[src/rtl/pegasus_pkg.sv]
// rtl/pegasus_pkg.sv - shared state encoding and byte-enable constants for the dmem arbiter
package pegasus_pkg;

  localparam int WORD_W = 32;

  typedef enum logic [1:0] {
    IDLE   = 2'd0,
    ACCESS = 2'd1,
    RESP   = 2'd2
  } state_e;

  localparam logic [3:0] WE_NONE = 4'b0000;
  localparam logic [3:0] WE_B0   = 4'b0001;
  localparam logic [3:0] WE_B1   = 4'b0010;
  localparam logic [3:0] WE_B2   = 4'b0100;
  localparam logic [3:0] WE_B3   = 4'b1000;
  localparam logic [3:0] WE_HLO  = 4'b0011;
  localparam logic [3:0] WE_HHI  = 4'b1100;
  localparam logic [3:0] WE_WORD = 4'b1111;

endpackage

[src/rtl/dmem_arbiter_if.sv]
// rtl/dmem_arbiter_if.sv - one requester's request/response bundle toward the dmem arbiter
interface dmem_arbiter_if #(
  parameter int AW = 32
);
  logic          req;
  logic [3:0]    we;
  logic [AW-1:0] addr;
  logic [31:0]   wdata;
  logic          gnt;
  logic          rvalid;
  logic [31:0]   rdata;
  logic          err;

  modport master (
    output req, we, addr, wdata,
    input  gnt, rvalid, rdata, err
  );

  modport slave (
    input  req, we, addr, wdata,
    output gnt, rvalid, rdata, err
  );
endinterface

[src/rtl/dmem_req_check.sv]
// rtl/dmem_req_check.sv - flags out-of-range, misaligned and illegal-enable accesses
module dmem_req_check
  import pegasus_pkg::*;
#(
  parameter int DEPTH = 256,
  parameter int AW    = 32
) (
  input  logic [3:0]    we,
  input  logic [AW-1:0] addr,
  output logic          err
);

  // One extra bit so DEPTH*4 is representable even when it equals 2**AW.
  localparam logic [AW:0] LIMIT = (AW+1)'(DEPTH * 4);

  logic range_err;
  logic mis_err;
  logic en_err;

  always_comb begin
    range_err = ({1'b0, addr} >= LIMIT);
    mis_err   = 1'b0;
    en_err    = 1'b0;
    case (we)
      WE_NONE, WE_B0, WE_B1, WE_B2, WE_B3: mis_err = 1'b0;
      WE_HLO, WE_HHI:                      mis_err = addr[0];
      WE_WORD:                             mis_err = |addr[1:0];
      default:                             en_err  = 1'b1;
    endcase
    err = range_err | mis_err | en_err;
  end

endmodule

[src/rtl/dmem_arbiter.sv]
// rtl/dmem_arbiter.sv - round-robin sharing of single-port dmem between core (r0) and loader (r1)
module dmem_arbiter
  import pegasus_pkg::*;
#(
  parameter int DEPTH = 256,
  parameter int AW    = 32
) (
  input  logic              clk,
  input  logic              reset,
  dmem_arbiter_if.slave     r0,
  dmem_arbiter_if.slave     r1,
  output logic [AW-1:0]     mem_addr,
  output logic [WORD_W-1:0] mem_wdata,
  output logic [3:0]        mem_we,
  input  logic [WORD_W-1:0] mem_rdata
);

  state_e            state_q, state_d;
  logic              last_q, last_d;
  logic              owner_q, owner_d;
  logic [3:0]        we_q, we_d;
  logic [AW-1:0]     addr_q, addr_d;
  logic [WORD_W-1:0] wdata_q, wdata_d;
  logic [WORD_W-1:0] rdata_q, rdata_d;
  logic              err_q, err_d;

  logic arb_en;
  logic pick1;
  logic gnt0;
  logic gnt1;
  logic req_err;

  dmem_req_check #(
    .DEPTH (DEPTH),
    .AW    (AW)
  ) u_check (
    .we   (we_q),
    .addr (addr_q),
    .err  (req_err)
  );

  always_comb begin
    arb_en = (state_q == IDLE) || (state_q == RESP);
    // r1 wins when alone, or on a tie when r0 was served last.
    pick1  = r1.req && (!r0.req || !last_q);
    gnt0   = arb_en && r0.req && !pick1;
    gnt1   = arb_en && pick1;

    state_d = state_q;
    last_d  = last_q;
    owner_d = owner_q;
    we_d    = we_q;
    addr_d  = addr_q;
    wdata_d = wdata_q;
    rdata_d = rdata_q;
    err_d   = err_q;

    case (state_q)
      IDLE, RESP: begin
        if (gnt0 || gnt1) begin
          we_d    = gnt1 ? r1.we    : r0.we;
          addr_d  = gnt1 ? r1.addr  : r0.addr;
          wdata_d = gnt1 ? r1.wdata : r0.wdata;
          last_d  = gnt1;
          owner_d = gnt1;
          state_d = ACCESS;
        end else begin
          state_d = IDLE;
        end
      end
      ACCESS: begin
        rdata_d = req_err ? '0 : mem_rdata;
        err_d   = req_err;
        state_d = RESP;
      end
      default: state_d = IDLE;
    endcase
  end

  always_ff @(posedge clk or negedge reset) begin
    if (!reset) begin
      state_q <= IDLE;
      last_q  <= 1'b1;
      owner_q <= 1'b0;
      we_q    <= WE_NONE;
      addr_q  <= '0;
      wdata_q <= '0;
      rdata_q <= '0;
      err_q   <= 1'b0;
    end else begin
      state_q <= state_d;
      last_q  <= last_d;
      owner_q <= owner_d;
      we_q    <= we_d;
      addr_q  <= addr_d;
      wdata_q <= wdata_d;
      rdata_q <= rdata_d;
      err_q   <= err_d;
    end
  end

  assign r0.gnt    = gnt0;
  assign r1.gnt    = gnt1;
  assign r0.rvalid = (state_q == RESP) && !owner_q;
  assign r1.rvalid = (state_q == RESP) && owner_q;
  assign r0.rdata  = rdata_q;
  assign r1.rdata  = rdata_q;
  assign r0.err    = err_q;
  assign r1.err    = err_q;

  assign mem_addr  = addr_q;
  assign mem_wdata = wdata_q;
  assign mem_we    = ((state_q == ACCESS) && !req_err) ? we_q : WE_NONE;

endmodule

[src/flat_wrapper.sv]
// flat-port wrapper written by rule: the top's interface ports become plain ports
module dmem_arbiter_flat import pegasus_pkg::*;
#(
  parameter int DEPTH = 256,
  parameter int AW    = 32
)
  (clk, reset, mem_addr, mem_wdata, mem_we, mem_rdata, r0_req, r0_we, r0_addr, r0_wdata, r0_gnt, r0_rvalid, r0_rdata, r0_err, r1_req, r1_we, r1_addr, r1_wdata, r1_gnt, r1_rvalid, r1_rdata, r1_err);
  dmem_arbiter_if #(.AW(AW)) r0_i ();
  dmem_arbiter_if #(.AW(AW)) r1_i ();
  input  logic clk;
  input  logic reset;
  output logic [AW-1:0] mem_addr;
  output logic [WORD_W-1:0] mem_wdata;
  output logic [3:0] mem_we;
  input  logic [WORD_W-1:0] mem_rdata;
  input wire logic [$bits(r0_i.req)-1:0] r0_req;
  input wire logic [$bits(r0_i.we)-1:0] r0_we;
  input wire logic [$bits(r0_i.addr)-1:0] r0_addr;
  input wire logic [$bits(r0_i.wdata)-1:0] r0_wdata;
  output wire logic [$bits(r0_i.gnt)-1:0] r0_gnt;
  output wire logic [$bits(r0_i.rvalid)-1:0] r0_rvalid;
  output wire logic [$bits(r0_i.rdata)-1:0] r0_rdata;
  output wire logic [$bits(r0_i.err)-1:0] r0_err;
  input wire logic [$bits(r1_i.req)-1:0] r1_req;
  input wire logic [$bits(r1_i.we)-1:0] r1_we;
  input wire logic [$bits(r1_i.addr)-1:0] r1_addr;
  input wire logic [$bits(r1_i.wdata)-1:0] r1_wdata;
  output wire logic [$bits(r1_i.gnt)-1:0] r1_gnt;
  output wire logic [$bits(r1_i.rvalid)-1:0] r1_rvalid;
  output wire logic [$bits(r1_i.rdata)-1:0] r1_rdata;
  output wire logic [$bits(r1_i.err)-1:0] r1_err;
  assign r0_i.req = r0_req;
  assign r0_i.we = r0_we;
  assign r0_i.addr = r0_addr;
  assign r0_i.wdata = r0_wdata;
  assign r0_gnt = r0_i.gnt;
  assign r0_rvalid = r0_i.rvalid;
  assign r0_rdata = r0_i.rdata;
  assign r0_err = r0_i.err;
  assign r1_i.req = r1_req;
  assign r1_i.we = r1_we;
  assign r1_i.addr = r1_addr;
  assign r1_i.wdata = r1_wdata;
  assign r1_gnt = r1_i.gnt;
  assign r1_rvalid = r1_i.rvalid;
  assign r1_rdata = r1_i.rdata;
  assign r1_err = r1_i.err;
  dmem_arbiter #(.DEPTH(DEPTH), .AW(AW)) u_core (.clk(clk), .reset(reset), .r0(r0_i), .r1(r1_i), .mem_addr(mem_addr), .mem_wdata(mem_wdata), .mem_we(mem_we), .mem_rdata(mem_rdata));
endmodule
[config.mk]
export PLATFORM = sky130hd
export DESIGN_NAME = dmem_arbiter_flat
export DESIGN_NICKNAME = d
export VERILOG_FILES = /design/src/rtl/pegasus_pkg.sv /design/src/rtl/dmem_arbiter_if.sv /design/src/rtl/dmem_req_check.sv /design/src/rtl/dmem_arbiter.sv /design/src/flat_wrapper.sv
export SDC_FILE = /design/constraint.sdc
export NUM_CORES = 1
export LEC_CHECK = 0
export BUFFER_PORTS_ARGS = -buffer_cell sky130_fd_sc_hd__clkbuf_2
export CAP_MARGIN = 25
export CORE_AREA = 2 2 121 123
export DETAILED_ROUTE_END_ITERATION = 10
export DIE_AREA = 0 0 123 125
export HOLD_SLACK_MARGIN = 0.12
export PLACE_DENSITY = 0.82
export SYNTH_ARGS = -nofsm -noshare
export SYNTH_HDL_FRONTEND = slang
export SYNTH_HIERARCHICAL = 1
export SYNTH_SLANG_ARGS = --single-unit
[constraint.sdc]
create_clock -name clk -period 4.7 [get_ports clk]
set_input_delay 0.47 -clock clk [delete_from_list [all_inputs] [get_ports clk]]
set_output_delay 0.47 -clock clk [all_outputs]
set_load 0.02 [all_outputs]
==> run summary, run 1 <==
====================================================================================
Post-synthesis net count                                                         786
Yosys cell types                                                                  29
Total chip power                                                             2.70 mW
Clock Sinks                                                                      105
Clock latency on the worst-skew pair                                         0.34 ns
Final antenna-violating net count                                                  0
Leakage power                                                                3.30 nW
First-pass GRT wire length                                                   28.2 mm
Worst slew margin relative to its limit                                        39.3%
Kind of critical path                                                     reg -> out
Commonest cells in the synthesized netlist                              dfrtp_1 (104), o21ai_0 (84), nor2_1 (71), a31oi_1 (68), o2111ai_1 (68)
CTS tree                                                                       built
Final weighted congestion in routability-driven placement                      0.824
Ordered list of cells on the worst path                                 nor4_1 > nand4_1 > a2111o_1 > nor3b_1 > clkbuf_2
Outcome                                                                    completed
Setup Viol. Count Final                                                            0
Initial DRC count                                                                411
Via count of the first global-routing pass                                     5,489
Fraction of the yosys area taken by sequential cells                           47.3%
Number of enable-type register cells in the synthesized netlist                    0
Die area                                                                 15,400 um^2
Routed WL per cell                                                           17.8 um
Data required, critical path                                                 4.23 ns
Sum of routed wire length over all layers                                    18.3 mm
Mean post-synth cell area                                                  9.06 um^2
Biggest area consumer among synthesized cells                                dfrtp_1
Data arrival at the endpoint of the critical path                            2.65 ns
Vias after detailed routing                                                    5,769
Maximum number of pins on one net before global-route repair                      93
Starting density of the core                                                   39.2%
Area share of the largest cell type after synthesis                            46.8%
Proportion of layout cells with a drive suffix above 1                         40.9%
Leading cell type by number of instances after synthesis                     dfrtp_1
Total of warnings raised by yosys                                                  6
Clock buffer count from CTS                                                        9
Core Region                                                              14,200 um^2
Max-cap check violation count                                                      0
Max stage delay cell, worst path                                            a2111o_1
Clock root buffer master                                                   clkbuf_16
Number of buffer cells added on primary ports                                    309
Number of buffers between clock root and the deepest sink                          2
Final hold violation count                                                         0
Post-route clock skew                                                     0.00614 ns
DPL Wire Length                                                              13.0 mm
Predominant post-synthesis flop cell                                         dfrtp_1
Endpoint kind of the worst setup timing path                             output port
Dpl cells                                                                      1,011
Die Span Y                                                                    125 um
Number of instances in the synthesized netlist                                   614
Initial antenna violation count                                                    1
Final instance area                                                        7150 um^2
CTS Hold Buffers Added                                                             0
Dpl cell area                                                              6820 um^2
Crit path launch type                                                           flop
Period Utilization, post-route                                                 66.4%
Core Rows                                                                         44
Type of the most critical hold path                                      in -> async
Setup Total Neg Slack                                                           0 ns
Most area-consuming cells after synthesis                               dfrtp_1 (47%), o2111ai_1 (11%), a31oi_1 (7.6%)
Postcts setup bufs                                                                 0
GRT Overall Usage                                                              23.5%
Post-route minimum period                                                    3.12 ns
Finished Layout Cells                                                          1,029
Final Net Count                                                                1,011
Quantity of gates resized following cts                                            0
Maximum clock frequency                                                      320 MHz
Proportion of synthesized flip-flops having asynchronous set or reset           100%
Pins Over Slew Limit                                                               0
Pwr Density                                                              378 nW/um^2
Setup repair after global routing missed its margin                            false
First-pass iteration count of the detailed router                                  6
Family with the most delay on the worst path                            simple AND/OR/NAND/NOR gates
Post-synth design cell area                                                5560 um^2
Via/cell ratio                                                                  5.61
Biggest fanout along the worst timing path                                        37
Slew at the pin closest to its max-slew limit                               0.911 ns
Post-route DRC violation count                                                     0
Horizontal extent of the die                                                  123 um
Reg clk slew, reported paths                                                 0.07 ns
Number of synthesized register bits                                              105
I/O pins                                                                         310
Remaining global-route overflow                                                    0
Buffers plus inverters on the worst setup path                                     1
Signed area change from the synthesized netlist to the final layout            28.5%
CTS H-tree lvls                                                                    3
Worst vdd rail ir drop                                                      0.209 mV
Largest stage delay, worst path                                              0.74 ns
====================================================================================
## registers in the layout, indices dropped and copies added (netlist names)
name,count
u_core/mem_addr,32
u_core/mem_wdata,32
u_core/r0.rdata,32
u_core/we_q,4
u_core/state_q,2
u_core/last_q,1
u_core/owner_q,1
u_core/r0.err,1
## worst reg2reg max path: stages (launching register included)
cell and delay, ns:
dfrtp_1 0.41, nor4_1 0.42, nand4_1 0.14, a2111o_1 0.74, nand2b_1 0.31, o21ai_0 0.18
## per-stage QoR
step | utilization [%] | hold slack, ns | setup WS (ns)
after global placement | 48.0 | 0.486 | 1.87
final | 50.3 | 0.191 | 1.58
after global routing | 50.3 | 0.269 | 1.42
after floorplan | - | 0.174 | 2.16
after detailed placement | 48.0 | 0.499 | 1.79
after CTS | 50.1 | 0.224 | 1.61
## cells by family after synthesis
group | share of synthesized area [%]
AOI/OAI and AO/OA | 28.5
buffers and inverters | 11.2
DFF | 47.3
muxes | 0.202
and+or+nand+nor | 12.8
## final cells by class
cell class,instances,area [um^2]
Antenna cell,1,2.50
Multi-Input combinational cell,398,2320
Inverter,6,22.5
Sequential cell,105,2630
Tap cell,184,230
Timing Repair Buffer,319,1640
Clock buffer,12,256
Clock inverter,4,51.3
Fill cell,1340,7060
## layer usage
metal	GRT usage (%)	share of wire [%]	up-vias
met1	28.9	40	2704
met4	11.7	3.6	0
li1	-	-	2692
met2	38.6	47	330
met5	0	0	-
met3	5.25	8.9	43
## path summary, 6_finish.rpt
| kind | slack [ns] | end | depth (start not counted) | from |
|---|---|---|---|---|
| hold / removal | 0.19 | u_core/mem_wdata[28] | 1 | reset |
| min in group clk | 0.36 | u_core/r0.rdata[2] | 3 | mem_rdata[2] |
| hold reg to reg | 0.51 | u_core/r0.rdata[0] | 2 | u_core/r0.rdata[0] |
| setup / recovery | 1.58 | mem_we[1] | 5 | u_core/mem_addr[18] |
| max in group asynchronous | 3.40 | u_core/r0.rdata[20] | 2 | reset |
| setup reg to reg | 2.41 | u_core/r0.rdata[11] | 5 | u_core/mem_addr[18] |
## power by group
part           switching [mW]  internal [mW]  total [mW]  leakage, nW
logic                   0.525          0.256       0.781         1.89
clock network           0.336          0.443       0.779        0.149
registers               0.108           1.04        1.14         1.26
total                   0.968           1.74        2.70         3.30
## layout by cell type (no fill, tap or decap), types with 3 or more instances in the layout
cell       Yosys  layout
nor4_1         3       3
buf_4         41      10
inv_1          3       3
a31oi_1       68      68
clkbuf_16      0       9
nor2_1        71      71
o21ai_0       84      84
nand2b_1      34      32
o21ai_1       18      18
inv_2          3       3
dfrtp_1      104     104
clkbuf_2       0     308
nor3b_1        4       4
nand2_1       33      33
o2111ai_1     68      68
Note: power is estimated with default switching activity, not from simulation.
==> run 2: changes to the inputs <==
- ABC_AREA: default -> 1
- CORE_AREA: 2 2 121 123 -> default
- CORE_UTILIZATION: default -> 41
- DIE_AREA: 0 0 123 125 -> default
- PLACE_DENSITY: 0.82 -> 0.86
- clock period: 4.7 -> 2.7 ns (I/O delays scaled with it)
==> run 2 against run 1 <==
Synthesized cell count grew 33%. Flip-flop and latch count unchanged. Power rose by 82%. Register-to-register slack got worse by 1.5 ns. Synthesized area is 2.4% higher. Cell area is 5.6% higher. Clock skew is 0.0022 ns higher. Via count increased by 0.88%.
==> run summary, run 2 <==
====================================================================================
Die Span Y                                                                    120 um
Endpoint kind of the worst setup timing path                             output port
Clock buffer count from CTS                                                        9
Final instance area                                                        7540 um^2
Biggest fanout along the worst timing path                                         4
Post-synthesis compound-gate area fraction                                     6.24%
Max-cap check violation count                                                      0
I/O pins                                                                         310
Via count of the first global-routing pass                                     5,387
Worst vdd rail ir drop                                                      0.358 mV
First-pass iteration count of the detailed router                                  6
Data required, critical path                                                 2.43 ns
Setup Total Neg Slack                                                           0 ns
Die area                                                                 14,400 um^2
Crit path launch type                                                           flop
Maximum number of pins on one net before global-route repair                     106
Synth Area in Simple Gates                                                     29.9%
CTS H-tree lvls                                                                    3
Commonest non-fill, non-tap cells in the layout                         nand2_1 (315), clkbuf_2 (308), inv_1 (145)
Mux share of post-synthesis cell area                                             0%
Setup Viol. Count Final                                                            0
Number of instances in the synthesized netlist                                   818
Predominant post-synthesis flop cell                                         dfrtp_1
Core Region                                                              13,400 um^2
Signed area change from the synthesized netlist to the final layout            32.5%
Final antenna-violating net count                                                  0
Leakage power                                                                4.79 nW
First-pass GRT wire length                                                   25.6 mm
Proportion of layout cells with a drive suffix above 1                         31.7%
Proportion of synthesized flip-flops having asynchronous set or reset           100%
Period Utilization, post-route                                                 80.5%
Maximum clock frequency                                                      460 MHz
Outcome                                                                    completed
Family with the most delay on the worst path                            simple AND/OR/NAND/NOR gates
Reg clk slew, reported paths                                                 0.07 ns
Slew at the pin closest to its max-slew limit                               0.765 ns
Clock Sinks                                                                      105
Pwr Density                                                              654 nW/um^2
Final Worst Setup Slack                                                     0.528 ns
Data arrival at the endpoint of the critical path                            1.90 ns
DPL Wire Length                                                              11.7 mm
Type of the most critical hold path                                        in -> reg
Yosys cell types                                                                  22
Post-synthesis net count                                                         990
Starting density of the core                                                   42.5%
Via/cell ratio                                                                  4.59
Mean post-synth cell area                                                  6.96 um^2
Post-route minimum period                                                    2.17 ns
Post-route clock skew                                                     0.00839 ns
Largest family of logic cells by synthesized area                       simple AND/OR/NAND/NOR gates
Commonest cells in the synthesized netlist                              nand2_1 (316), inv_1 (145), dfrtp_1 (104), nand3_1 (69), o21ai_0 (55)
Number of antenna cells inserted                                                   0
Biggest area consumer among synthesized cells                                dfrtp_1
Most common cell after layout, fill and taps aside                           nand2_1
Number of enable-type register cells in the synthesized netlist                    0
Initial DRC count                                                                316
Number of buffers between clock root and the deepest sink                          2
Clock latency on the worst-skew pair                                         0.34 ns
Final Net Count                                                                1,259
Fraction of the yosys area taken by sequential cells                           46.2%
Routed WL per cell                                                           12.7 um
Post-synthesis adder-cell area fraction                                           0%
Area share of the largest cell type after synthesis                            45.7%
Kind of critical path                                                     reg -> out
Sum of routed wire length over all layers                                    16.1 mm
Ordered list of cells on the worst path                                 nor2_1 > nand2_1 > nor2_1 > nand2_1 > nor2_1 > nand2_1 > nor2_4 > inv_1 > nor2_1 > clkbuf_2
Leading cell type by number of instances after synthesis                     nand2_1
Clock root buffer master                                                   clkbuf_16
Post-synth design cell area                                                5690 um^2
Quantity of gates resized following cts                                            0
End-of-flow core utilization                                                   56.3%
Most area-consuming cells after synthesis                               dfrtp_1 (46%), nand2_1 (21%), inv_1 (9.6%)
Setup repair after global routing missed its margin                            false
Pins Over Slew Limit                                                               0
Dpl cell area                                                              7120 um^2
Largest stage delay, worst path                                              0.41 ns
Crit path top cell by count                                                   nor2_1
Vias after detailed routing                                                    5,820
Core Rows                                                                         42
Number of buffer cells added on primary ports                                    309
CTS tree                                                                       built
Horizontal extent of the die                                                  120 um
Final weighted congestion in routability-driven placement                      0.809
Number of synthesized register bits                                              105
Setup Slack @ Placement                                                     0.866 ns
Final hold violation count                                                         0
Worst slew margin relative to its limit                                        49.0%
Post-route DRC violation count                                                     0
Initial antenna violation count                                                    0
Xor and xnor fraction of the mapped netlist area                                  0%
Max stage delay cell, worst path                                             dfrtp_1
Total of warnings raised by yosys                                                  6
Remaining global-route overflow                                                    0
GRT Overall Usage                                                              22.6%
Worst hold margin                                                           0.136 ns
Buffers plus inverters on the worst setup path                                     2
====================================================================================
run 2: cell types whose count changed after synthesis, sizes merged, moves of 42 or more:
cell     before  now
a31oi        68    0
inv           6  147
nand2        33  317
nand3         2   69
nor2         71   29
o2111ai      68    0
run 2: cells by family (layout without fill, tap and decap cells):
| group | count (synthesis) | in the layout |
|---|---|---|
| AND/OR/NAND/NOR | 420 | 420 |
| flip-flops | 105 | 105 |
| AO/OA/AOI/OAI | 71 | 71 |
| buffers and inverters | 222 | 496 |
run 2: power by group:
group / switching, mW / internal [mW]
combinational: 1.02 / 0.542
clock: 0.556 / 0.741
sequential: 0.212 / 1.86
total: 1.79 / 3.14
run 2: worst register-to-register path, delay by kind of cell (launching register included):
family	cells	cell delay (ns)
buf+inv	2	0.53
flops	1	0.40
simple gates	5	0.78
run 2: worst paths after layout:
kind	start	endpoint	slack (ns)	depth (start not counted)
max	u_core/mem_addr[25]	mem_we[1]	0.53	10
min	mem_rdata[8]	u_core/r0.rdata[8]	0.14	3
max reg2reg	u_core/state_q[0]	u_core/mem_addr[22]	0.88	7
min reg2reg	u_core/r0.rdata[5]	u_core/r0.rdata[5]	0.51	2
max in group asynchronous	reset	u_core/we_q[3]	1.68	3
min in group asynchronous	reset	u_core/mem_addr[3]	0.53	3
run 2: area by class of cell:
class	instances	area, um^2
fillers	1231	5860
flip-flops and latches	105	2630
multi-input cells	491	2070
repair buffers	333	1770
inverters	147	552
clock buffers	11	243
well taps	176	220
clock inverters	5	55.1
run 2: timing repair:
item,CTS,global route
hold endpoints to repair,116,0
hold buffers,13,0
buffers inserted,0,0
run 2: stage by stage:
| stage | cells | power [mW] |
|---|---|---|
| CTS | 1268 | 5.00 |
| global placement | 1239 | 3.62 |
| global route | 1268 | 5.25 |
| detailed placement | 1239 | 3.66 |
| finish | 1268 | 4.93 |
| floorplan | 818 | 3.02 |
run 2: routing by layer:
metal	track usage (%)	part of all wire, %	up-vias
met5	0	0	-
met3	3.94	6.1	20
met4	6.41	1.3	0
li1	-	-	2938
met2	41.5	50	241
met1	26.9	43	2621
==> run 3: changes to the inputs <==
- clock period: 2.7 -> 1.9 ns (I/O delays scaled with it)
==> run 3 against run 2 <==
Non-clock buffer count grew 53. Cell area increased by 8.1%. Global-route usage is 2.7 points higher. Critical endpoint unchanged. The run now ends with setup timing left.
==> run summary, run 3 (same netlist as run 2, synthesis figures left out) <==
==================================================================================
Outcome                                                               finished, violations left
Violated checks                                                       setup timing
I/O pins                                                                       310
Reg clk slew, reported paths                                               0.07 ns
Family with the most delay on the worst path                          simple AND/OR/NAND/NOR gates
DPL Wire Length                                                            11.6 mm
Maximum clock frequency                                                    518 MHz
Starting density of the core                                                 42.5%
Endpoint kind of the worst setup timing path                           output port
Pins Over Slew Limit                                                             0
Largest stage delay, worst path                                            0.41 ns
Clock latency on the worst-skew pair                                       0.34 ns
Post-route clock skew                                                   0.00770 ns
Core Region                                                            13,400 um^2
Clock Sinks                                                                    105
Biggest fanout along the worst timing path                                       4
Startpoint of the most critical hold path                              r1_wdata[3]
Data arrival at the endpoint of the critical path                          1.74 ns
Capture instance of the worst register-to-register path               u_core/r0.rdata[14]
Clock buffer count from CTS                                                      9
Via count of the first global-routing pass                                   5,877
Clock root buffer master                                                 clkbuf_16
Max-cap check violation count                                                    0
Worst-case reg-to-reg path depth                                                10
Post-route DRC violation count                                                   0
Final weighted congestion in routability-driven placement                    0.811
Data required, critical path                                               1.71 ns
Maximum number of pins on one net before global-route repair                   106
First-pass GRT wire length                                                 28.6 mm
Max stage delay cell, worst path                                           dfrtp_1
Horizontal extent of the die                                                120 um
Kind of critical path                                                   reg -> out
First-pass iteration count of the detailed router                                5
Die area                                                               14,400 um^2
Signed area change from the synthesized netlist to the final layout          43.2%
Die Span Y                                                                  120 um
Post-route minimum period                                                  1.93 ns
Final Net Count                                                              1,312
Via/cell ratio                                                                4.76
Sum of routed wire length over all layers                                  18.7 mm
Vias after detailed routing                                                  6,281
Final antenna-violating net count                                                0
Setup Viol. Count Final                                                          3
Number of antenna cells inserted                                                 0
Buffers plus inverters on the worst setup path                                   2
GRT Overall Usage                                                            25.3%
Pwr Density                                                            889 nW/um^2
CTS H-tree lvls                                                                  3
Hold depth                                                                       5
CTS tree                                                                     built
Setup Total Neg Slack                                                   -0.0649 ns
Initial antenna violation count                                                  0
Number of buffers between clock root and the deepest sink                        2
Leakage power                                                              5.05 nW
Register-to-register setup slack                                           0.19 ns
Final hold violation count                                                       0
Type of the most critical hold path                                      in -> reg
Worst slew margin relative to its limit                                      61.8%
Remaining global-route overflow                                                  0
Period Utilization, post-route                                                102%
Core Rows                                                                       42
Routed WL per cell                                                         14.2 um
Proportion of layout cells with a drive suffix above 1                       31.5%
Worst hold margin                                                         0.129 ns
Number of buffer cells added on primary ports                                  309
Ordered list of cells on the worst path                               nor2_1 > nand2_1 > nor2_1 > nand2_1 > nor2_2 > nand2_2 > nor2_4 > inv_4 > nor2_2 > buf_4
Setup repair after global routing missed its margin                           true
Initial DRC count                                                              437
Final Worst Setup Slack                                                 -0.0301 ns
Commonest non-fill, non-tap cells in the layout                       nand2_1 (314), clkbuf_2 (304), inv_1 (144)
Most common cell after layout, fill and taps aside                         nand2_1
Start of the worst register-to-register path                          u_core/mem_addr[13]
Crit path launch type                                                         flop
Worst vdd rail ir drop                                                    0.466 mV
Slew at the pin closest to its max-slew limit                             0.572 ns
Worst min-delay path endpoint                                         u_core/mem_wdata[3]
==================================================================================
==> run 3: how the worst max path moves through the flow <==
stage                   startpoint                  end  slack, ns  cells past startpoint
2_1_floorplan  u_core/mem_addr[21]            mem_we[0]       0.21                      8
3_3_place_gp   u_core/mem_addr[26]            mem_we[2]       0.27                     10
3_5_place_dp   u_core/mem_addr[26]  u_core/r0.rdata[14]       0.18                     10
4_1_cts        u_core/mem_addr[27]            mem_we[1]       -0.1                     10
5_1_grt        u_core/mem_addr[29]            mem_we[1]      -0.17                     10
6_report       u_core/mem_addr[13]            mem_we[1]      -0.03                     10
==> run 3: per-layer routing <==
metal / GRT usage [%] / vias to the layer above / wire, um
met5: 0 / - / 0
met4: 11.2 / 0 / 587
met3: 6.08 / 54 / 1610
met2: 44.0 / 366 / 9240
met1: 29.4 / 2826 / 7280
li1: - / 3035 / -
==> run 3: where the power goes <==
part	total, mW	internal [mW]	switching, mW
sequential	2.93	2.64	0.292
clock	1.81	1.01	0.802
combinational	2.50	0.927	1.57
==> run 3: area by class of cell <==
cell class	count	area, um^2
fill	1132	5250
timing repair buffer	386	2390
sequential	105	2630
clock buffer	11	233
multi-input combinational	491	2090
inverter	147	554
clock inverter	4	45.0
tap	176	220
==> run 3: through the flow <==
stage | std cells | utilization, % | worst slack [ns] | cell area [um^2] | total power [mW]
after floorplan | 818 | - | 0.213 | 5690 | 4.29
after global placement | 1237 | 53.5 | 0.265 | 7160 | 5.19
after detailed placement | 1237 | 53.5 | 0.183 | 7160 | 5.24
after CTS | 1313 | 60.1 | -0.0965 | 8050 | 7.18
after global routing | 1320 | 60.9 | -0.171 | 8160 | 7.65
final | 1320 | 60.9 | -0.0301 | 8160 | 7.25
==> run 3: worst min-delay path, delay by kind of cell <==
family	cells	cell delay (ns)
simple gates	3	0.15
buf+inv	2	0.10
==> run 3: what timing repair did <==
action                                  CTS  global route
pin swaps                                 7             2
gates cloned                              0             1
endpoints found under the setup margin    4            23
endpoints found under the hold margin   161             0
hold buffers                             58             0
buffers inserted                          3             7
gates resized for setup                   5            15
